## src/rtl/pipeline_issue_ctrl.sv

```systemverilog
// Instruction issue unit: FIFO-buffered instruction words, RAW hazard bubbles, one issue per clk1.
// Optional build macro: ISSUE_HAZARD_EN enables the in-flight table and hazard stalls.
module pipeline_issue_ctrl #(
    parameter int unsigned DEPTH  = 4,
    parameter int unsigned WB_LAT = 3
) (
    input  logic        clk1,
    input  logic        rst_n,
    input  logic        in_valid,
    output logic        in_ready,
    input  logic [23:0] in_instr,
    output logic [3:0]  rs1,
    output logic [3:0]  rs2,
    output logic [3:0]  rd,
    output logic [3:0]  func,
    output logic [7:0]  addr,
    output logic        issue_valid,
    output logic        stall,
    output logic [15:0] issued_cnt,
    output logic [15:0] hazard_cnt
);

    localparam int unsigned PTR_W = (DEPTH > 1) ? $clog2(DEPTH) : 1;
    localparam int unsigned CNT_W = PTR_W + 1;
    localparam int unsigned IW    = 24;

    typedef enum logic [1:0] {
        IDLE  = 2'b00,
        ISSUE = 2'b01,
        STALL = 2'b10
    } state_e;

    state_e              state_q, state_d;
    logic [IW-1:0]       fifo_q [DEPTH];
    logic [PTR_W-1:0]    wr_ptr_q, wr_ptr_d;
    logic [PTR_W-1:0]    rd_ptr_q, rd_ptr_d;
    logic [CNT_W-1:0]    count_q, count_d;
    logic                in_ready_q, in_ready_d;
    logic [IW-1:0]       out_q, out_d;
    logic [15:0]         issued_cnt_q, issued_cnt_d;
    logic [15:0]         hazard_cnt_q, hazard_cnt_d;

    logic [IW-1:0]       head_c;
    logic                not_empty_c;
    logic                push_c;
    logic                issue_fire_c;
    logic                hazard_c;

    assign head_c      = fifo_q[rd_ptr_q];
    assign not_empty_c = (count_q != '0);
    assign push_c      = in_valid && in_ready_q;

`ifdef ISSUE_HAZARD_EN
    // An entry that has been in flight WB_LAT-1 cycles is written back by the next edge,
    // so only the younger WB_LAT-1 issues can block the head.
    localparam int unsigned TBL_N = (WB_LAT > 1) ? WB_LAT - 1 : 1;

    logic [TBL_N-1:0] tbl_vld_q, tbl_vld_d;
    logic [3:0]       tbl_rd_q [TBL_N];
    logic [3:0]       tbl_rd_d [TBL_N];
    logic             hit_c;

    always_comb begin
        hit_c = 1'b0;
        for (int unsigned i = 0; i < TBL_N; i++) begin
            if ((WB_LAT > 1) && tbl_vld_q[i] &&
                ((tbl_rd_q[i] == head_c[15:12]) || (tbl_rd_q[i] == head_c[11:8]))) begin
                hit_c = 1'b1;
            end
        end
    end

    assign hazard_c = not_empty_c && hit_c;

    always_comb begin
        tbl_vld_d    = tbl_vld_q;
        tbl_rd_d     = tbl_rd_q;
        tbl_vld_d[0] = issue_fire_c;
        tbl_rd_d[0]  = head_c[19:16];
        for (int unsigned i = 1; i < TBL_N; i++) begin
            tbl_vld_d[i] = tbl_vld_q[i-1];
            tbl_rd_d[i]  = tbl_rd_q[i-1];
        end
    end

    always_ff @(posedge clk1) begin
        if (!rst_n) begin
            tbl_vld_q <= '0;
            for (int unsigned i = 0; i < TBL_N; i++) begin
                tbl_rd_q[i] <= '0;
            end
        end else begin
            tbl_vld_q <= tbl_vld_d;
            tbl_rd_q  <= tbl_rd_d;
        end
    end
`else
    assign hazard_c = 1'b0;
`endif

    // Next state and issue decision; the head issues whenever it is present and unblocked.
    always_comb begin
        state_d      = IDLE;
        issue_fire_c = 1'b0;
        out_d        = out_q;
        issued_cnt_d = issued_cnt_q;
        hazard_cnt_d = hazard_cnt_q;
        if (not_empty_c) begin
            if (hazard_c) begin
                state_d      = STALL;
                hazard_cnt_d = hazard_cnt_q + 16'd1;
            end else begin
                state_d      = ISSUE;
                issue_fire_c = 1'b1;
                out_d        = head_c;
                issued_cnt_d = issued_cnt_q + 16'd1;
            end
        end
    end

    // FIFO pointer and occupancy; in_ready reflects the occupancy after this edge.
    always_comb begin
        wr_ptr_d   = wr_ptr_q + PTR_W'(push_c);
        rd_ptr_d   = rd_ptr_q + PTR_W'(issue_fire_c);
        count_d    = count_q + CNT_W'(push_c) - CNT_W'(issue_fire_c);
        in_ready_d = (count_d != CNT_W'(DEPTH));
    end

    always_ff @(posedge clk1) begin
        if (!rst_n) begin
            state_q      <= IDLE;
            wr_ptr_q     <= '0;
            rd_ptr_q     <= '0;
            count_q      <= '0;
            in_ready_q   <= 1'b1;
            out_q        <= '0;
            issued_cnt_q <= '0;
            hazard_cnt_q <= '0;
        end else begin
            state_q      <= state_d;
            wr_ptr_q     <= wr_ptr_d;
            rd_ptr_q     <= rd_ptr_d;
            count_q      <= count_d;
            in_ready_q   <= in_ready_d;
            out_q        <= out_d;
            issued_cnt_q <= issued_cnt_d;
            hazard_cnt_q <= hazard_cnt_d;
        end
    end

    always_ff @(posedge clk1) begin
        if (push_c) begin
            fifo_q[wr_ptr_q] <= in_instr;
        end
    end

    assign in_ready    = in_ready_q;
    assign func        = out_q[23:20];
    assign rd          = out_q[19:16];
    assign rs1         = out_q[15:12];
    assign rs2         = out_q[11:8];
    assign addr        = out_q[7:0];
    assign issue_valid = (state_q == ISSUE);
    assign stall       = (state_q == STALL);
    assign issued_cnt  = issued_cnt_q;
    assign hazard_cnt  = hazard_cnt_q;

endmodule

```

## config.mk

```make
export PLATFORM = sky130hd
export DESIGN_NAME = pipeline_issue_ctrl
export DESIGN_NICKNAME = d
export VERILOG_FILES = /design/src/rtl/pipeline_issue_ctrl.sv
export SDC_FILE = /design/constraint.sdc
export NUM_CORES = 1
export LEC_CHECK = 0
export ABC_CLOCK_PERIOD_IN_PS = 5700
export CAP_MARGIN = 20
export CORE_AREA = 3 3 111 113
export DETAILED_ROUTE_END_ITERATION = 10
export DIE_AREA = 0 0 114 116
export GPL_ROUTABILITY_DRIVEN = 0
export HOLD_SLACK_MARGIN = 0.12
export PLACE_DENSITY = 0.76
export SLEW_MARGIN = 20
export SYNTH_ARGS = -nofsm -noshare
export SYNTH_HDL_FRONTEND = slang
export SYNTH_SLANG_ARGS = --single-unit
```

## constraint.sdc

```tcl
create_clock -name clk1 -period 5.7 [get_ports clk1]
set_clock_uncertainty 0.05 [all_clocks]
set_input_delay 1.14 -clock clk1 [delete_from_list [all_inputs] [get_ports clk1]]
set_output_delay 1.14 -clock clk1 [all_outputs]
set_load 0.03 [all_outputs]
```

== Word-level counts from Yosys, hierarchy flattened ==
Memories as Yosys holds them, arrays and structs flattened. A register that Yosys moved wholly into a read port is not among the register bits.
Index checks and enable logic that the tools add are counted.

* RAM bits: 96
* Memories kept: 1
* Output and inout port bits: 59
* Flip-flop bits (word level): 26
* Input bits: 27

{| class="wikitable"
|+ Memories
! name !! words !! bits a word !! read ports !! clocked after memory_dff !! wr ports !! line !! RTL
|-
| fifo_q || 4 || 24 || 1 || 1 || 1 || 34 || <nowiki>logic [IW-1:0] fifo_q [DEPTH];</nowiki>
|}

* Eq/ne operators: 3
* Reduce and logical (&&, ||, !) cells: 3
* Mux-type cells: 4
* Add/subtract/negate cells: 5

{| class="wikitable"
|+ Operator list
! cell !! number
|-
| 16-bit by 1-bit adder with 16-bit output (second input constant) || 1
|-
| 2-bit by 1-bit adder with 2-bit output || 2
|-
| 1-bit 2-to-1 mux || 4
|-
| 3-bit by 1-bit adder with 3-bit output || 1
|-
| 3-bit != test (second input constant) || 1
|-
| 3-bit nonzero test || 1
|-
| 3-bit by 1-bit subtractor with 3-bit output || 1
|-
| 2-bit by 1-bit equality test with 1-bit output (second input constant) || 1
|-
| 2-bit equality test (second input constant) || 1
|-
| 1-bit logical AND || 1
|-
| 1-bit zero test || 1
|}

== Longest topological paths before layout ==
Gate-level depths: netlist of run 1.

* Depth after elaboration: 4
* Mapped depth: 10

== Worst setup path after synthesis of run 1 ==
OpenSTA, ideal clock, no wires.

* Kind: input to register
* From: input in_valid
* To: memory fifo_q[1][0], enable pin
* Setup time: 440 ps
* Path slack: 2,077 ps
* Stages on the path: 2
* Path buffers: 0
* Arrival time: 3,132 ps
* Required time: 5,210 ps
* Cells stage by stage: nand2_1 nor3b_1

* Cells in the longest elaborated chain, start to end: 3

{| class="wikitable"
|+ RTL lines
! what !! line !! RTL
|-
| from (decl) || 9 || <nowiki>input logic in_valid,</nowiki>
|-
| 1-bit logical AND || 51 || <nowiki>assign push_c = in_valid && in_ready_q;</nowiki>
|-
| 1-bit 2-to-1 mux || 152 || <nowiki>if (push_c) begin</nowiki>
|-
| 1-bit 2-to-1 mux (not written as such) || 153 || <nowiki>fifo_q[wr_ptr_q] <= in_instr;</nowiki>
|-
| to (decl) || 34 ||
|}

Every way passes these cells.

== Worst setup path after layout of run 1 ==
* From: input in_valid
* To: register in_ready_q, in the netlist in_ready

* Cells in the longest elaborated chain, start to end: 4

{| class="wikitable"
|+ RTL lines
! what !! line !! RTL
|-
| 1-bit logical AND || 51 ||
|-
| 3-bit by 1-bit adder with 3-bit output || 125 || <nowiki>count_d = count_q + CNT_W'(push_c) - CNT_W'(issue_fire_c);</nowiki>
|-
| 3-bit by 1-bit subtractor with 3-bit output || 125 ||
|-
| 3-bit != test || 126 || <nowiki>in_ready_d = (count_d != CNT_W'(DEPTH));</nowiki>
|-
| to (signal assigned) || 144 || <nowiki>in_ready_q <= in_ready_d;</nowiki>
|-
| to (decl) || 38 || <nowiki>logic in_ready_q, in_ready_d;</nowiki>
|}

Every way passes these cells.
A chain may end at the register's enable or synchronous reset.

==> metrics, run 1 <==
status=finished, final reports clean; WL final=10,070 um; Post-synth top cells=edfxtp_1, nand2_1, dfxtp_1; DRC=0; routed length per instance=16.81 um; Placed Instances=567; final non-filler cell area=0.007036 sq mm; Yosys cell types=37; Syn Inst Count=370; Clock power frac=33.3%; Chip Height=116 um; Compound-Gate Fraction of Synth Area=3.998%; Switching Fraction=30.13%; Setup-failing EPs final=0; die width=114 um; CP required=5.96 ns; Area contributors post-synth=edfxtp_1, dfxtp_1, mux4_2; Reg2Reg Depth=8; sequential share of power=40.6%; Synth top area share=51.18%; Pre-antenna DRT Iters=4; initial core utilization=49.33%; n_diodes=0; Max-Cap Viols=0; Worst-path clk slew=0.06 ns; io pins=86; Row Count=39; First DRT Iteration DRCs=138; Crit. End Element=register; CTS tree=yes; period utilization=49.16%; RSZ-0062 raised after global routing=false; setup tns final=0 ns; Cell Count, Final, Fillers Out=599; layout net count=474; top-count cell post-synth=edfxtp_1; asr flop ratio synth=0%; vias in the first global route=3,132; TritonCTS Buffers=17; Leak=0.002459 uW; area of placed instances=0.006377 sq mm; Post-CTS Setup Repair Bufs=0; NetSw=1093 uW; sequential area share after synthesis=68.59%; adder-cell share of the synthesized area=1.022%; Slew HR=40.67%; largest family of logic cells by synthesized area=multiplexers; Comb pwr share=26.1%; worst slew pin tran=0.8900 ns; via/cell ratio=5.149; cts hold-fix bufs=0; post-synthesis xor/xnor area fraction=2.177%; Primary FF master, synth=edfxtp_1; initial antenna violation count=0; crit path kind=in -> reg; Post-Syn Area=0.005633 sq mm; synthesis warning total=0; antenna viol nets, final=0; worst min path class=reg -> reg; IO buf count=68; Final Hold Violating Endpoints=0; HPWL after DPL=6028 um; peak supply drop=0.3061 mV; gr usage total=16.38%; fraction of layout cells with a size suffix above 1=15.57%; Power Density=515.7 mW/mm^2; Setup crit start kind=input pin; clk_lat worst skew=0.41 ns; internal power=2535 uW; Die Area=0.01322 sq mm; critical path data arrival time=3.06 ns; GRT overflow=0; H-tree lvl count=4; global-route wire length before repair=16,220 um; FF+latch count, synth=145; Clock Sinks=145; simple-gate area share of the yosys netlist=9.507%; PostCTS Resize Cnt=0; # fillers=889; CTS Root Cell=clkbuf_16; Pins Over Slew Limit=0; maximum achievable frequency=356.9 MHz; Post-synth EDFFs=96; Mapped Avg Cell Area=15.22 sq um; vias=3,084; CTS max path bufs=2; leading area contributor after synthesis=edfxtp_1; synth-to-layout area growth=24.90%; mux contribution to synthesized area=10.31%; largest net degree at the start of global routing=54; Placeable Area=0.01142 sq mm; Final min period=2.802 ns; Worst Path Max Fanout=6; hold depth=2
==> cell families after synthesis <==
family                   Yosys count
AND/OR/NAND/NOR                  110
multiplexers                      28
AO/OA/AOI/OAI                     30
buffers and inverters             38
other                              1
adder cells (fa/ha/maj)            4
flip-flops                       145
XOR/XNOR                          14
==> path summary, 6_finish.rpt <==
path              slack, ns   endpoint       start
setup / recovery       2.90   in_ready    in_valid
hold / removal         0.40  out_q[22]   out_q[22]
hold reg to reg        0.40  out_q[22]   out_q[22]
setup reg to reg       3.50   in_ready  count_q[2]
==> layout by cell type, fill, tap and decap left out, drive strengths merged <==
cell type	instances
edfxtp	96
clkdlybuf4s50	67
nand2	63
dfxtp	49
a21boi	26
mux4	24
and2	17
conb	17
clkbuf	17
xnor2	10
nand4	6
buf	6
bufinv	5
inv	5
nand2b	4
mux2i	4
nand3	4
xor2	4
clkinvlp	4
clkinv	4
nor3	4
nor2	3
ha	3
or3	2
nor3b	2
and3	1
and3b	1
o311a	1
and4	1
nor4	1
and2b	1
o211ai	1
o31ai	1
o21ai	1
fa	1
==> power by group through the flow <==
stage | sequential, uW | combinational [uW] | clock [uW]
CTS | 1480 | 967 | 1230
finish | 1470 | 948 | 1210
global placement | 1490 | 947 | 0
detailed placement | 1500 | 958 | 0
floorplan | 1570 | 577 | 0
global route | 1500 | 1030 | 1280
==> flip-flops by register name, summed over array words and instances, names as in the netlist <==
| name | cells |
|---|---|
| fifo_q | 96 |
| out_q | 24 |
| issued_cnt | 16 |
| count_q | 3 |
| rd_ptr_q | 2 |
| wr_ptr_q | 2 |
| in_ready | 1 |
| state_q | 1 |
==> layer usage <==
layer	track usage, %	vias to the layer above	routed length [um]
li1	-	1460	-
met1	20.51	1523	4329
met2	27.13	93	5114
met3	4.700	8	559
met4	6.413	0	65
met5	0	-	0
==> per-stage QoR <==
step                hold slack (ns)  total power [uW]  worst slack [ns]  util (%)
global placement             0.3961              2440             2.322     55.83
detailed placement           0.3976              2459             2.469     55.85
global route                 0.4388              3809             2.757     61.62
CTS                          0.4057              3678             2.893     61.62
floorplan                    0.5228              2144             2.077         -
finish                       0.4017              3628             2.898     61.62
==> worst max-delay path: stages <==
cell	delay, ns
clkdlybuf4s50_1	0.46
nand2_1	0.17
xnor2_1	0.19
ha_1	0.20
fa_1	0.37
xnor2_1	0.18
xnor2_1	0.13
and2_1	0.16
nand2_1	0.06
==> area by class of cell <==
| type | count | area [sq um] | area share [%] |
|---|---|---|---|
| sequential | 145 | 3866 | 54.95 |
| clock inverter | 15 | 232.7 | 3.308 |
| tap | 143 | 178.9 | 2.543 |
| multi-input combinational | 203 | 1608 | 22.85 |
| inverter | 3 | 11.26 | 0.1601 |
| timing repair buffer | 73 | 713.2 | 10.14 |
| clock buffer | 17 | 425.4 | 6.047 |
No activity file was read; power rests on OpenSTA's default activity.
==> run 2: changes to the inputs <==
- ABC_CLOCK_PERIOD_IN_PS: 5700 -> 2600
- clock period: 5.7 -> 2.6 ns (I/O delays scaled with it)
==> run 2 against run 1 <==
  * Cell area up 1.1%
  * Via count grew 2.3%
  * Flip-flop and latch count did not move
  * Routed wire length rose by 3.6%
  * Global-route usage is 0.61 points higher
  * Critical endpoint is now issued_cnt[3]
  * Largest cell class unchanged
  * Highest routed layer unchanged
==> metrics, run 2 (synthesis results as in run 1) <==
status=finished, final reports clean; flop2flop setup slack=0.45 ns (-3.05 ns); Reg2Reg Depth=8 (unchanged); Setup-failing EPs final=0 (unchanged); PostCTS Resize Cnt=0 (unchanged); io pins=86 (unchanged); Worst Path Max Fanout=8 (+2); HPWL after DPL=6674 um (+11%); Placeable Area=0.01142 sq mm (unchanged); Worst Path Buf+Inv=1 (unchanged); slowest CP cell=clkdlybuf4s50_1; Row Count=39 (unchanged); Worst-path clk slew=0.06 ns (about the same); worst slew pin tran=0.6866 ns (-0.2034 ns); Power Density=1123 mW/mm^2 (+120%); Max-Cap Viols=0 (unchanged); origin of the worst setup path=issued_cnt[3]; n_diodes=0 (unchanged); Worst R2R Start=count_q[2]; worst min path class=reg -> reg; internal power=5594 uW (+120%); NetSw=2397 uW (+120%); Crit. End Element=primary output; Switching Fraction=30.00% (-0.13 points); maximum achievable frequency=465.8 MHz; antenna viol nets, final=0 (unchanged); Final Hold Violating Endpoints=0 (unchanged); Clock Sinks=145 (unchanged); Power Total=7992 uW (+120%); CP cell instances=clkdlybuf4s50_1; RSZ-0062 raised after global routing=false; Slew HR=54.08% (+13 points); Pre-antenna DRT Iters=4 (unchanged); Setup WS pre-CTS=0.1067 ns (-2.362 ns); clk_lat worst skew=0.41 ns (about the same); Chip Height=116 um (unchanged); First DRT Iteration DRCs=202 (+46%); Largest Register=fifo_q; Setup crit start kind=register; commonest non-fill, non-tap cell in the layout=edfxtp_1; WL final=10,430 um (+3.6%); gr usage total=16.99% (+0.61 points); r2r endpoint=in_ready; max reg flops=96 (unchanged); Final min period=2.147 ns; CTS Root Cell=clkbuf_16; period utilization=82.58%; Worst path depth=1 (-8); hold depth=2 (unchanged); fraction of layout cells with a size suffix above 1=16.13% (+0.56 points); critical path data arrival time=1.58 ns (-1.48 ns); Pins Over Slew Limit=0 (unchanged); layout net count=483 (+1.9%); Cell Count, Final, Fillers Out=608 (+1.5%); CTS max path bufs=2 (unchanged); die width=114 um (unchanged); Worst path max stage delay=0.72 ns (+0.26 ns); GRT overflow=0 (unchanged); Clock power frac=32.7% (-0.6 points); initial antenna violation count=0 (unchanged); initial core utilization=49.33% (unchanged); Post-CTS Setup Repair Bufs=0 (unchanged); vias=3,156 (+2.3%); # fillers=835 (-6.1%); TritonCTS Buffers=17 (unchanged); global-route wire length before repair=16,680 um (+2.9%); cts hold-fix bufs=0 (unchanged); final worst slack=0.4530 ns (-2.445 ns); crit path kind=reg -> out; setup tns final=0 ns (unchanged); worst setup path end=issued_cnt[3]; synth-to-layout area growth=26.30%; vias in the first global route=3,216 (+2.7%); peak supply drop=0.6463 mV (+110%); Leak=0.002518 uW (+2.4%); CP required=2.03 ns (-3.93 ns); Die Area=0.01322 sq mm (unchanged); most frequent cells in the layout=edfxtp_1, clkdlybuf4s50_1, nand2_1, dfxtp_1, mux4_2; CTS tree=yes; routed length per instance=17.15 um (+2.0%); DRC=0 (unchanged); crit-path leading delay family=buffers and inverters; via/cell ratio=5.191 (+0.82%); sequential share of power=39.1% (-1.5 points); Final Core Density=62.31% (+0.69 points); Comb pwr share=28.3% (+2.2 points); largest net degree at the start of global routing=35 (-35%); Placed Instances=576 (+1.6%); H-tree lvl count=4 (unchanged); IO buf count=68 (unchanged)
-- run 2: cell type report --
cell class,instances,area [sq um],share of cell area (%)
Clock inverter,14,211.5,2.972
Inverter,3,11.26,0.1583
Clock buffer,18,429.2,6.032
Tap cell,143,178.9,2.515
Sequential cell,145,3865,54.33
Timing Repair Buffer,82,793.3,11.15
Multi-Input combinational cell,203,1625,22.85
-- run 2: per-stage QoR --
stage                     cell area (sq um)  hold slack [ns]
after floorplan                        5708           0.5251
after global placement                 6474           0.3895
after detailed placement               6474           0.3992
after CTS                              7114           0.4125
after global routing                   7114           0.4419
final                                  7114           0.4075
-- run 2: power groups by stage --
stage	logic [uW]	registers, uW	clock network, uW
after global routing	2450	3170	2760
final	2260	3120	2610
after global placement	2240	3140	0
after CTS	2300	3130	2660
after floorplan	1270	3430	0
after detailed placement	2270	3170	0
-- run 2: worst min-delay path by stage --
| stage | start | end | slack, ns |
|---|---|---|---|
| 2_1_floorplan | out_q[0] | out_q[0] | 0.53 |
| 3_3_place_gp | out_q[0] | out_q[0] | 0.39 |
| 3_5_place_dp | out_q[22] | out_q[22] | 0.40 |
| 4_1_cts | out_q[22] | out_q[22] | 0.41 |
| 5_1_grt | out_q[10] | out_q[10] | 0.44 |
| 6_report | out_q[22] | out_q[22] | 0.41 |
-- run 2: routing by layer --
metal | wire, um | global-route usage, %
met4 | 195 | 8.393
met5 | 0 | 0
met1 | 4487 | 21.37
met2 | 5175 | 27.32
met3 | 569 | 4.700
